**src/rtl/add_pkg.sv**
```systemverilog
// Shared constants and helpers for the multi-word beat adder.
package add_pkg;

    localparam int DEF_WIDTH     = 8;
    localparam int DEF_MAX_BEATS = 16;
    localparam int DEF_IDX_W     = $clog2(DEF_MAX_BEATS);

    // Two's-complement overflow: operands agree in sign, and the result disagrees with them.
    function automatic logic signed_ovf(input logic a_msb, input logic b_msb, input logic s_msb);
        return (a_msb == b_msb) && (s_msb != a_msb);
    endfunction

endpackage

```
**src/rtl/full_adder.sv**
```systemverilog
// One-bit full adder cell used to build the ripple chain.
module full_adder (
    input  logic a,
    input  logic b,
    input  logic cin,
    output logic s,
    output logic cout
);

    assign s    = a ^ b ^ cin;
    assign cout = (a & b) | (cin & (a ^ b));

endmodule

```
**src/rtl/ripple_adder.sv**
```systemverilog
// WIDTH-bit ripple-carry adder built from a chain of full_adder cells.
module ripple_adder
    import add_pkg::*;
#(
    parameter int WIDTH = DEF_WIDTH
) (
    input  logic [WIDTH-1:0] a,
    input  logic [WIDTH-1:0] b,
    input  logic             cin,
    output logic [WIDTH-1:0] sum,
    output logic             cout
);

    logic [WIDTH:0] c;

    assign c[0] = cin;
    assign cout = c[WIDTH];

    for (genvar i = 0; i < WIDTH; i++) begin : g_cell
        full_adder u_fa (
            .a    (a[i]),
            .b    (b[i]),
            .cin  (c[i]),
            .s    (sum[i]),
            .cout (c[i+1])
        );
    end

endmodule

```
**src/rtl/multiword_add_seq.sv**
```systemverilog
// Beat sequencer: chains carries across WIDTH-bit operand beats (LSW first) through one
// ripple adder and presents each registered sum beat on a valid/ready output.
module multiword_add_seq
    import add_pkg::*;
#(
    parameter int WIDTH     = DEF_WIDTH,
    parameter int MAX_BEATS = DEF_MAX_BEATS
) (
    input  logic                         clk,
    input  logic                         reset,
    input  logic                         in_valid,
    output logic                         in_ready,
    input  logic [WIDTH-1:0]             in_a,
    input  logic [WIDTH-1:0]             in_b,
    input  logic                         in_last,
    output logic                         out_valid,
    input  logic                         out_ready,
    output logic [WIDTH-1:0]             out_sum,
    output logic [$clog2(MAX_BEATS)-1:0] out_idx,
    output logic                         out_last,
    output logic                         out_carry,
    output logic                         out_ovf,
    output logic                         out_err
);

    localparam int IDX_W = $clog2(MAX_BEATS);

    logic             carry_q;
    logic [IDX_W-1:0] cnt;

    logic [WIDTH-1:0] s;
    logic             c;
    logic             accept;
    logic             at_limit;
    logic             last_eff;

    ripple_adder #(.WIDTH(WIDTH)) u_adder (
        .a    (in_a),
        .b    (in_b),
        .cin  (carry_q),
        .sum  (s),
        .cout (c)
    );

    // The output register is the only buffer, so a beat can enter whenever it is empty or draining.
    assign in_ready = !out_valid || out_ready;
    assign accept   = in_valid && in_ready;
    assign at_limit = (cnt == IDX_W'(MAX_BEATS - 1));
    assign last_eff = in_last || at_limit;

    always_ff @(posedge clk) begin
        if (reset) begin
            out_valid <= 1'b0;
            out_sum   <= '0;
            out_idx   <= '0;
            out_last  <= 1'b0;
            out_carry <= 1'b0;
            out_ovf   <= 1'b0;
            out_err   <= 1'b0;
            carry_q   <= 1'b0;
            cnt       <= '0;
        end else if (accept) begin
            out_valid <= 1'b1;
            out_sum   <= s;
            out_idx   <= cnt;
            out_last  <= last_eff;
            out_carry <= last_eff && c;
            out_ovf   <= last_eff && signed_ovf(in_a[WIDTH-1], in_b[WIDTH-1], s[WIDTH-1]);
            out_err   <= at_limit && !in_last;
            if (last_eff) begin
                carry_q <= 1'b0;
                cnt     <= '0;
            end else begin
                carry_q <= c;
                cnt     <= cnt + 1'b1;
            end
        end else if (out_ready) begin
            out_valid <= 1'b0;
        end
    end

endmodule
```
**config.mk**
```make
export PLATFORM = sky130hd
export DESIGN_NAME = multiword_add_seq
export DESIGN_NICKNAME = d
export VERILOG_FILES = /design/src/rtl/add_pkg.sv /design/src/rtl/full_adder.sv /design/src/rtl/ripple_adder.sv /design/src/rtl/multiword_add_seq.sv
export SDC_FILE = /design/constraint.sdc
export NUM_CORES = 1
export LEC_CHECK = 0
export ABC_AREA = 1
export CAP_MARGIN = 20
export CORE_MARGIN = 8
export CORE_UTILIZATION = 39
export DETAILED_ROUTE_END_ITERATION = 16
export GPL_ROUTABILITY_DRIVEN = 0
export PLACE_DENSITY = 0.78
export SYNTH_ARGS = -nofsm -noshare
export SYNTH_HDL_FRONTEND = slang
export SYNTH_SLANG_ARGS = --single-unit
```
**constraint.sdc**
```tcl
create_clock -name clk -period 3.7 [get_ports clk]
set_input_delay 0.555 -clock clk [delete_from_list [all_inputs] [get_ports clk]]
set_output_delay 0.555 -clock clk [all_outputs]
set_load 0.005 [all_outputs]
```
# Word level (Yosys, flattened, before mapping)
# Cells that the tools add are included.
# word_totals
out_inout_bits,18
reg_bits,22
wordCells,67
input_bits,21
# classes
reduce_logical,10
bitwise,40
n_addsub,1
n_mux,4
eq_ne,3
# ops
operator,count
bitwise AND 1 bit,16
bitwise XOR 1 bit,16
bitwise OR 1 bit,8
logical AND 1 bit,5
"adder 4 x 1 -> 4 bit, second input constant",1
"== test 4 bit, second input constant",1
2-to-1 mux 4 bit,1
2-to-1 mux 1 bit,3
zero test 1 bit,2
logical OR 1 bit,2
nonzero test 2 bit,1
== test 1 bit,1
inequality test 1 bit,1

# Longest topological paths before layout
# Gate-level depths: netlist of run 1.
# depth
depth_word,19
mapped_depth,15
mapped_depth_nobuf,15

# Cells and area by module
# From an unflattened synthesis of run 1, not the netlist that was laid out.
# unflattened
cells_unflattened,122
area_unflattened_um2,1018.5
# by_module_without_submodules
mod,cells_per_inst,n_inst,area_each_um2,seq_area_each_um2
multiword_add_seq,114,1,858.3,440.4
full_adder,1,8,20.0,0.0

# Least setup slack after synthesis of run 1
# OpenSTA, ideal clock, no wires.
# synth_path
path_kind,input to register
startpoint,input in_a[0]
endpoint,register out_ovf
path_buffers,0
path_slack_ns,-0.274
arrival_time_ns,3.904
t_required_ns,3.630
stages,15
setup_ns,0.070
cell_sequence,fa_1 > fa_1 > fa_1 > fa_1 > fa_1 > fa_1 > inv_1 > fa_1 > inv_1 > fa_1 > nand2_1 > nand2_1 > nor2_1 > nand3_1 > a21oi_1
# synth_between
elab_chain_cells,19
elab_cells_between_ends,20
classes_between,1 x eq/ne; 17 x bitwise; 2 x reduce/logical
# synth_rtl
item,line,rtl
start: declaration,multiword_add_seq.sv:13,"input logic [WIDTH-1:0] in_a,"
bitwise XOR 1 bit,full_adder.sv:11,assign cout = (a & b) | (cin & (a ^ b));
bitwise AND 1 bit,full_adder.sv:11,
bitwise OR 1 bit *,full_adder.sv:11,
bitwise AND 1 bit *,full_adder.sv:11,
bitwise OR 1 bit *,full_adder.sv:11,
bitwise AND 1 bit *,full_adder.sv:11,
bitwise OR 1 bit *,full_adder.sv:11,
bitwise AND 1 bit *,full_adder.sv:11,
[... 4 more ...],--,
bitwise OR 1 bit *,full_adder.sv:11,
bitwise AND 1 bit *,full_adder.sv:11,
bitwise OR 1 bit *,full_adder.sv:11,
bitwise XOR 1 bit *,full_adder.sv:10,assign s = a ^ b ^ cin;
net u_adder.g_cell[7].u_fa.s,full_adder.sv:6,"output logic s,"
inequality test 1 bit *,add_pkg.sv:10,return (a_msb == b_msb) && (s_msb != a_msb);
logical AND 1 bit *,add_pkg.sv:10,
logical AND 1 bit *,multiword_add_seq.sv:68,"out_ovf <= last_eff && signed_ovf(in_a[WIDTH-1], in_b[WIDTH-1], s[WIDTH-1]);"
end signal: assignment,multiword_add_seq.sv:68,
end: declaration,multiword_add_seq.sv:22,"output logic out_ovf,"
# The timed path passes the listed nets; every way through them passes the cells marked *.
# A chain may end at the register's enable or synchronous reset.

# Worst setup path after layout of run 1
# Ends and elaborated chain as after synthesis.

==> qor.csv, run 1 <==
stage,metric,value,unit
clock_network,cts.sinks,22,
sta,setup_violations,2,
clock_network,insertion_delay,0.30,ns
route,vias,967,
min_path,hold_class,reg2reg,
power,leakagePower,0.622,nW
power,p_total,515,uW
finish,final_common_cell,clkdlybuf4s50_1,
power,ir_drop,0.368,mV
floorplan,io_pins,39,
route,via_per_inst,4.96,
route,dr.pass1.iters,4,
synthesis,seq_area_frac_synth,0.416,
clock_network,cts_buffer_depth,2,
route,drt-initial-drc-count,22,
route,wl_per_cell,12.5,um
sta,fin_skew,0.00158,ns
finish,nFillCells,249,
power,p_int,381,uW
floorplan,row_count,19,
synthesis,synth_cell_types,18,
setup_path,crit_arrival,3.98,ns
sta,finalMaxSlewViolations,0,
sta,fin_crit_sh,1.01,
placement,placed_area,1460,um2
power,pwr-share-clk,0.254,
sta,rsz0062_at_grt,true,
outcome,status,finished with violations,
power,power_frac_seq,0.508,
sta,fin_crit,3.75,ns
route,wirelength,2450,um
clock_network,clk_pin_slew,0.12,ns
setup_path,crit_slowest_cell,fa_1,
synthesis,yosysWarnings,0,
finish,final_cell_mix,"clkdlybuf4s50_1, nor2_1, dfxtp_1",
grt,grtUsageTotal,0.111,
sta,fmax,0.267,GHz
route,drc,0,
setup_path,path_delay_family,adder cells,
setup_path,end_kind,flop,
finish,num_antenna_cells,0,
grt,grt_pass1_vias,1044,
synthesis,syn_inst,126,
finish,final_nets,196,
sta,hold_violations,0,
power,power_switching,134,uW
setup_path,cp.buffers_inverters,3,
power,p_comb_frac,0.238,
setup_path,critPathMaxFanout,3,
power,p_per_area,342,nW/um2
run,maxCapViolations,0,
synthesis,syn_area,1060,um2
clock_network,hold_buffers,0,
grt,gr-total-overflow,0,
placement,dp_worst_setup_slack,-0.791,ns
sta,timing.hold.ws,0.476,ns
floorplan,die-area,4640,um2
finish,postLayoutCellArea,1510,um2
setup_path,crit_top_cell,fa_2,
finish,area_delta_synth_final,42.0,%
setup_path,worst-setup-path-type,in2reg,
power,switching_share,0.260,
floorplan,core,2660,um2
setup_path,reg2reg_depth,15,
clock_network,root_buffer,clkbuf_4,
floorplan,start_util,0.398,
placement,port_buffers,38,
grt,grt_max_degree,23,
sta,setup_slack,-0.0464,ns
grt,grt_pass1_wl,4110,um
route,antenna_left,0,
floorplan,die_x,68.1,um
finish,final_layout_size_suffix_gt1_frac,0.134,
placement,dp_hpwl,1970,um
setup_path,required,3.94,ns
floorplan,die_h,68.1,um
grt,antenna_found_initial,0,
setup_path,crit_cells,16,
clock_network,tritoncts,built,
placement,dpl.cell_count,190,
sta,tightest_slew,0.337,ns
setup_path,worst_setup_path_start_kind,primary input,
finish,final_cells,195,
outcome,violations,setup timing,
synthesis,syn-num-nets,157,
synthesis,synth_seq_cells,22,
clock_network,cts_max_level,1,
synthesis,synth_area_per_cell,8.41,um2
setup_path,crit_chain,buf_6 > fa_2 > fa_2 > fa_2 > fa_2 > fa_2 > fa_2 > inv_2 > fa_2 > inv_2 > fa_1 > nand2_1 > nand2_1 > nor2_1 > nand3_1 > a21oi_1,
clock_network,cts_inserted_buffers,3,
sta,slew_headroom,0.775,
setup_path,max_stage_delay,0.49,ns
min_path,holdPathStages,2,
repair_timing:
action | in CTS | in global routing
pin swaps | 12 | 12
setup buffers | 1 | 0
gates cloned | 0 | 0
resized for setup | 14 | 1
hold endpoints to repair | 0 | 0
endpoints found under the setup margin | 4 | 2
final timing paths:
kind                                              start                      end  slack (ns)
worst min-delay path            out_idx[0]$_SDFFE_PP0P_  out_idx[0]$_SDFFE_PP0P_        0.48
worst max register to register     carry_q$_SDFFE_PP0P_     out_ovf$_SDFFE_PP0P_       -0.01
worst max-delay path                            in_a[0]     out_ovf$_SDFFE_PP0P_       -0.05
worst min register to register  out_idx[0]$_SDFFE_PP0P_  out_idx[0]$_SDFFE_PP0P_        0.48
worst register-to-register path, cell delays in order, from the launching register on:
cell	delay [ns]
dfxtp_1	0.35
fa_2	0.35
fa_2	0.37
fa_2	0.34
fa_2	0.34
fa_2	0.34
fa_2	0.35
inv_2	0.06
fa_2	0.18
inv_2	0.04
fa_1	0.49
nand2_1	0.09
nand2_1	0.06
nor2_1	0.10
nand3_1	0.08
a21oi_1	0.12
per-stage QoR:
step | setup TNS, ns | utilization
after floorplan | -0.129 | -
after global placement | -2.18 | 0.547
after detailed placement | -2.60 | 0.547
after CTS | -0.306 | 0.563
after global routing | -0.249 | 0.565
final | -0.0620 | 0.565
flip-flops by register name, summed over array words and instances, names as in the netlist:
name / count
out_last: 1
out_carry: 1
out_sum: 8
out_ovf: 1
out_idx: 4
carry_q: 1
out_err: 1
cnt: 4
out_valid: 1
area by class of cell:
class | count | area [um2] | share of cell area
clock buffer | 4 | 36.3 | 0.0241
inverter | 13 | 51.3 | 0.0341
multi-input combinational | 86 | 549 | 0.365
sequential | 22 | 440 | 0.293
tap | 31 | 38.8 | 0.0258
timing repair buffer | 39 | 389 | 0.259
power by group through the flow:
| stage | clock network (mW) | logic [mW] | registers (mW) |
|---|---|---|---|
| 3_5_place_dp | 0 | 0.119 | 0.267 |
| 4_1_cts | 0.132 | 0.125 | 0.262 |
| 5_1_grt | 0.142 | 0.137 | 0.263 |
| 2_1_floorplan | 0 | 0.0542 | 0.267 |
| 6_report | 0.131 | 0.123 | 0.261 |
| 3_3_place_gp | 0 | 0.114 | 0.266 |
synth_stat cells:
master / count / area (um2)
a21oi_1: 11 / 55.1
buf_2: 2 / 10.0
buf_4: 2 / 15.0
buf_6: 1 / 11.3
dfxtp_1: 22 / 440
fa_1: 8 / 160
ha_1: 2 / 25.0
inv_1: 12 / 45.0
inv_4: 1 / 6.26
nand2_1: 19 / 71.3
nand2_2: 1 / 6.26
nand2_4: 2 / 22.5
nand3_1: 3 / 15.0
nand3_2: 1 / 10.0
nand4_1: 1 / 6.26
nor2_1: 25 / 93.8
nor2_2: 1 / 6.26
o21ai_0: 12 / 60.1
cell families after synthesis:
logic type | after synthesis | synth area share
adder cells (fa/ha/maj) | 10 | 0.175
AO/OA/AOI/OAI | 23 | 0.109
flip-flops | 22 | 0.416
AND/OR/NAND/NOR | 53 | 0.218
buffers and inverters | 18 | 0.0826
per-layer routing:
| metal | part of all wire | global-route usage | vias to the layer above |
|---|---|---|---|
| li1 | - | - | 467 |
| met1 | 0.37 | 0.105 | 478 |
| met2 | 0.56 | 0.222 | 20 |
| met3 | 0.060 | 0.0327 | 2 |
| met4 | 0.0053 | 0.0307 | 0 |
| met5 | 0 | 0 | - |
Power figures use the tool's default switching activity.
==> inputs of run 2 (changes only) <==
--- a/config.mk
+++ b/config.mk
@@ -8,10 +8,10 @@
 export ABC_AREA = 1
 export CAP_MARGIN = 20
 export CORE_MARGIN = 8
-export CORE_UTILIZATION = 39
+export CORE_UTILIZATION = 43
 export DETAILED_ROUTE_END_ITERATION = 16
 export GPL_ROUTABILITY_DRIVEN = 0
-export PLACE_DENSITY = 0.78
+export PLACE_DENSITY = 0.82
 export SYNTH_ARGS = -nofsm -noshare
 export SYNTH_HDL_FRONTEND = slang
 export SYNTH_SLANG_ARGS = --single-unit
==> constraint.sdc (replaced) <==
create_clock -name clk -period 4.1 [get_ports clk]
set_input_delay 0.615 -clock clk [delete_from_list [all_inputs] [get_ports clk]]
set_output_delay 0.615 -clock clk [all_outputs]
set_load 0.005 [all_outputs]
==> run 2 against run 1 <==
Effect of this change: the flow now finishes without violations; sequential share of layout area about the same; global-route usage grew 1.3 points; routed wire length rose by 2.5%; clock power is 25% higher; non-clock buffer count fell by 1; first-iteration DRC count down 14%; power decreased by 1.7%; largest cell class unchanged; highest routed layer unchanged.
==> qor.csv, run 2 (same netlist as run 1, synthesis figures left out) <==
stage,metric,value,unit,change
power,switching_share,0.239,,was 0.260
route,drt-initial-drc-count,19,,was 22
route,wirelength,2510,um,was 2450 um
floorplan,row_count,18,,was 19
placement,port_buffers,38,,unchanged
clock_network,cts_buffer_depth,2,,unchanged
sta,fin_skew,0.00956,ns,was 0.00158 ns
route,antenna_left,0,,unchanged
power,pwr-share-clk,0.324,,was 0.254
power,p_int,385,uW,was 381 uW
route,wl_per_cell,13.0,um,was 12.5 um
sta,rsz0062_at_grt,false,,was true
placement,dpl.cell_count,189,,was 190
finish,final_cells,193,,was 195
finish,area_delta_synth_final,41.9,%,was 42.0%
power,power_switching,121,uW,was 134 uW
setup_path,required,4.34,ns,was 3.94 ns
setup_path,worst-setup-path-type,in2reg,,unchanged
power,ir_drop,0.322,mV,was 0.368 mV
finish,final_common_cell,clkdlybuf4s50_1,,unchanged
sta,slew_headroom,0.762,,was 0.775
finish,largest_reg_flops,8,,unchanged
finish,final_layout_size_suffix_gt1_frac,0.0920,,was 0.134
setup_path,end_kind,flop,,unchanged
outcome,status,finished clean,,was finished with violations
sta,timing.hold.ws,0.475,ns,was 0.476 ns
setup_path,worst_setup_path_start_kind,primary input,,unchanged
grt,grt_pass1_vias,1041,,"was 1,044"
route,via_per_inst,5.06,,was 4.96
route,drc,0,,unchanged
clock_network,cts.sinks,22,,unchanged
clock_network,tritoncts,built,,unchanged
floorplan,core,2410,um2,was 2660 um2
floorplan,die-area,4310,um2,was 4640 um2
clock_network,insertion_delay,0.31,ns,was 0.30 ns
sta,tightest_slew,0.356,ns,was 0.337 ns
setup_path,critPathMaxFanout,3,,unchanged
placement,dp_hpwl,1960,um,was 1970 um
floorplan,start_util,0.440,,was 0.398
floorplan,io_pins,39,,unchanged
grt,grt_pass1_wl,4280,um,was 4110 um
grt,antenna_found_initial,0,,unchanged
grt,gr-total-overflow,0,,unchanged
floorplan,die_x,65.6,um,was 68.1 um
sta,hold_violations,0,,unchanged
sta,finalMaxSlewViolations,0,,unchanged
finish,nFillCells,197,,was 249
sta,fmax,0.253,GHz,
sta,fin_crit_sh,0.965,,
run,maxCapViolations,0,,unchanged
sta,setup_violations,0,,was 2
finish,final_cell_mix,"clkdlybuf4s50_1, nor2_1, dfxtp_1",,unchanged
clock_network,cts_inserted_buffers,3,,unchanged
floorplan,die_h,65.6,um,was 68.1 um
route,dr.pass1.iters,4,,unchanged
power,p_per_area,336,nW/um2,was 342 nW/um2
finish,final_nets,195,,was 196
power,p_comb_frac,0.209,,was 0.238
sta,fin_crit,3.96,ns,
route,vias,976,,was 967
power,power_frac_seq,0.466,,was 0.508
clock_network,root_buffer,clkbuf_4,,unchanged
finish,largest-register,out_sum,,unchanged
clock_network,clk_pin_slew,0.11,ns,was 0.12 ns
finish,num_antenna_cells,0,,unchanged
clock_network,cts_max_level,1,,unchanged
grt,grtUsageTotal,0.124,,was 0.111
grt,grt_max_degree,23,,unchanged
setup_path,crit_arrival,4.20,ns,was 3.98 ns
finish,top_regs,"out_sum x8, cnt x4, out_idx x4",,unchanged
power,leakagePower,0.625,nW,was 0.622 nW
min_path,hold_class,reg2reg,,unchanged
clock_network,hold_buffers,0,,unchanged
## run 2: changes by cell type in the layout (fill, tap and decap cells not counted)
| cell | previous run | this run |
|---|---|---|
| inv_1 | 10 | 12 |
| bufinv_16 | 0 | 1 |
| clkdlybuf4s50_1 | 35 | 36 |
| buf_4 | 1 | 0 |
| dlygate4sd2_1 | 1 | 2 |
| clkbuf_8 | 1 | 0 |
| inv_2 | 2 | 0 |
| buf_6 | 2 | 0 |
| fa_1 | 1 | 3 |
| fa_2 | 7 | 5 |
## run 2: critical path: stages
cell and delay [ns]:
dlygate4sd2_1 0.25, fa_2 0.39, fa_2 0.35, fa_2 0.36, fa_2 0.37, fa_2 0.34, fa_1 0.36, inv_1 0.08
fa_1 0.15, inv_1 0.05, fa_1 0.47, nand2_1 0.09, nand2_1 0.05, nor2_1 0.09, nand3_1 0.07, a21oi_1 0.12
## run 2: worst paths after layout
check / from / to / slack, ns / cells after the start
worst max-delay path: in_b[0] / out_ovf$_SDFFE_PP0P_ / 0.14 / 16
worst min-delay path: out_carry$_SDFFE_PP0P_ / out_carry$_SDFFE_PP0P_ / 0.48 / 2
worst min register to register: out_carry$_SDFFE_PP0P_ / out_carry$_SDFFE_PP0P_ / 0.48 / 2
worst max register to register: carry_q$_SDFFE_PP0P_ / out_ovf$_SDFFE_PP0P_ / 0.38 / 15
## run 2: final cells by class
type                       instances  area [um2]  share of cell area
sequential                        22         440               0.293
timing repair buffer              38         378               0.251
clock buffer                       3        22.5              0.0150
clock inverter                     1        30.0              0.0200
inverter                          13        51.3              0.0341
multi-input combinational         86         544               0.362
tap                               30        37.5              0.0250
## run 2: metal layers
| metal | share of wire | global-route usage | vias to the layer above |
|---|---|---|---|
| met3 | 0.040 | 0.0272 | 6 |
| met1 | 0.37 | 0.113 | 472 |
| li1 | - | - | 468 |
| met4 | 0.023 | 0.0736 | 0 |
| met5 | 0 | 0 | - |
| met2 | 0.56 | 0.240 | 30 |
## run 2: through the flow
stage	utilization	cell area [um2]	setup slack (ns)	power [mW]	TNS, ns
3_5_place_dp	0.598	1440	-0.597	0.346	-1.73
3_3_place_gp	0.598	1440	-0.462	0.341	-1.28
2_1_floorplan	-	1060	0.0662	0.289	0
6_report	0.624	1500	0.142	0.506	0
5_1_grt	0.624	1500	0.0375	0.536	0
4_1_cts	0.624	1500	0.0417	0.511	0
## run 2: power by group through the flow
stage          registers (mW)  logic, mW  clock network (mW)
3_5_place_dp            0.241      0.106                   0
2_1_floorplan           0.241     0.0477                   0
4_1_cts                 0.236      0.107               0.168
5_1_grt                 0.238      0.119               0.180
3_3_place_gp            0.240      0.101                   0
6_report                0.236      0.106               0.164
## run 2: timing repair
| action | 4_1_cts | 5_1_grt |
|---|---|---|
| resized for setup | 7 | 0 |
| pin swaps | 6 | 3 |
| gates cloned | 0 | 0 |
| setup endpoints to repair | 2 | 1 |
| hold endpoints to repair | 0 | 0 |
| buffers inserted | 0 | 0 |
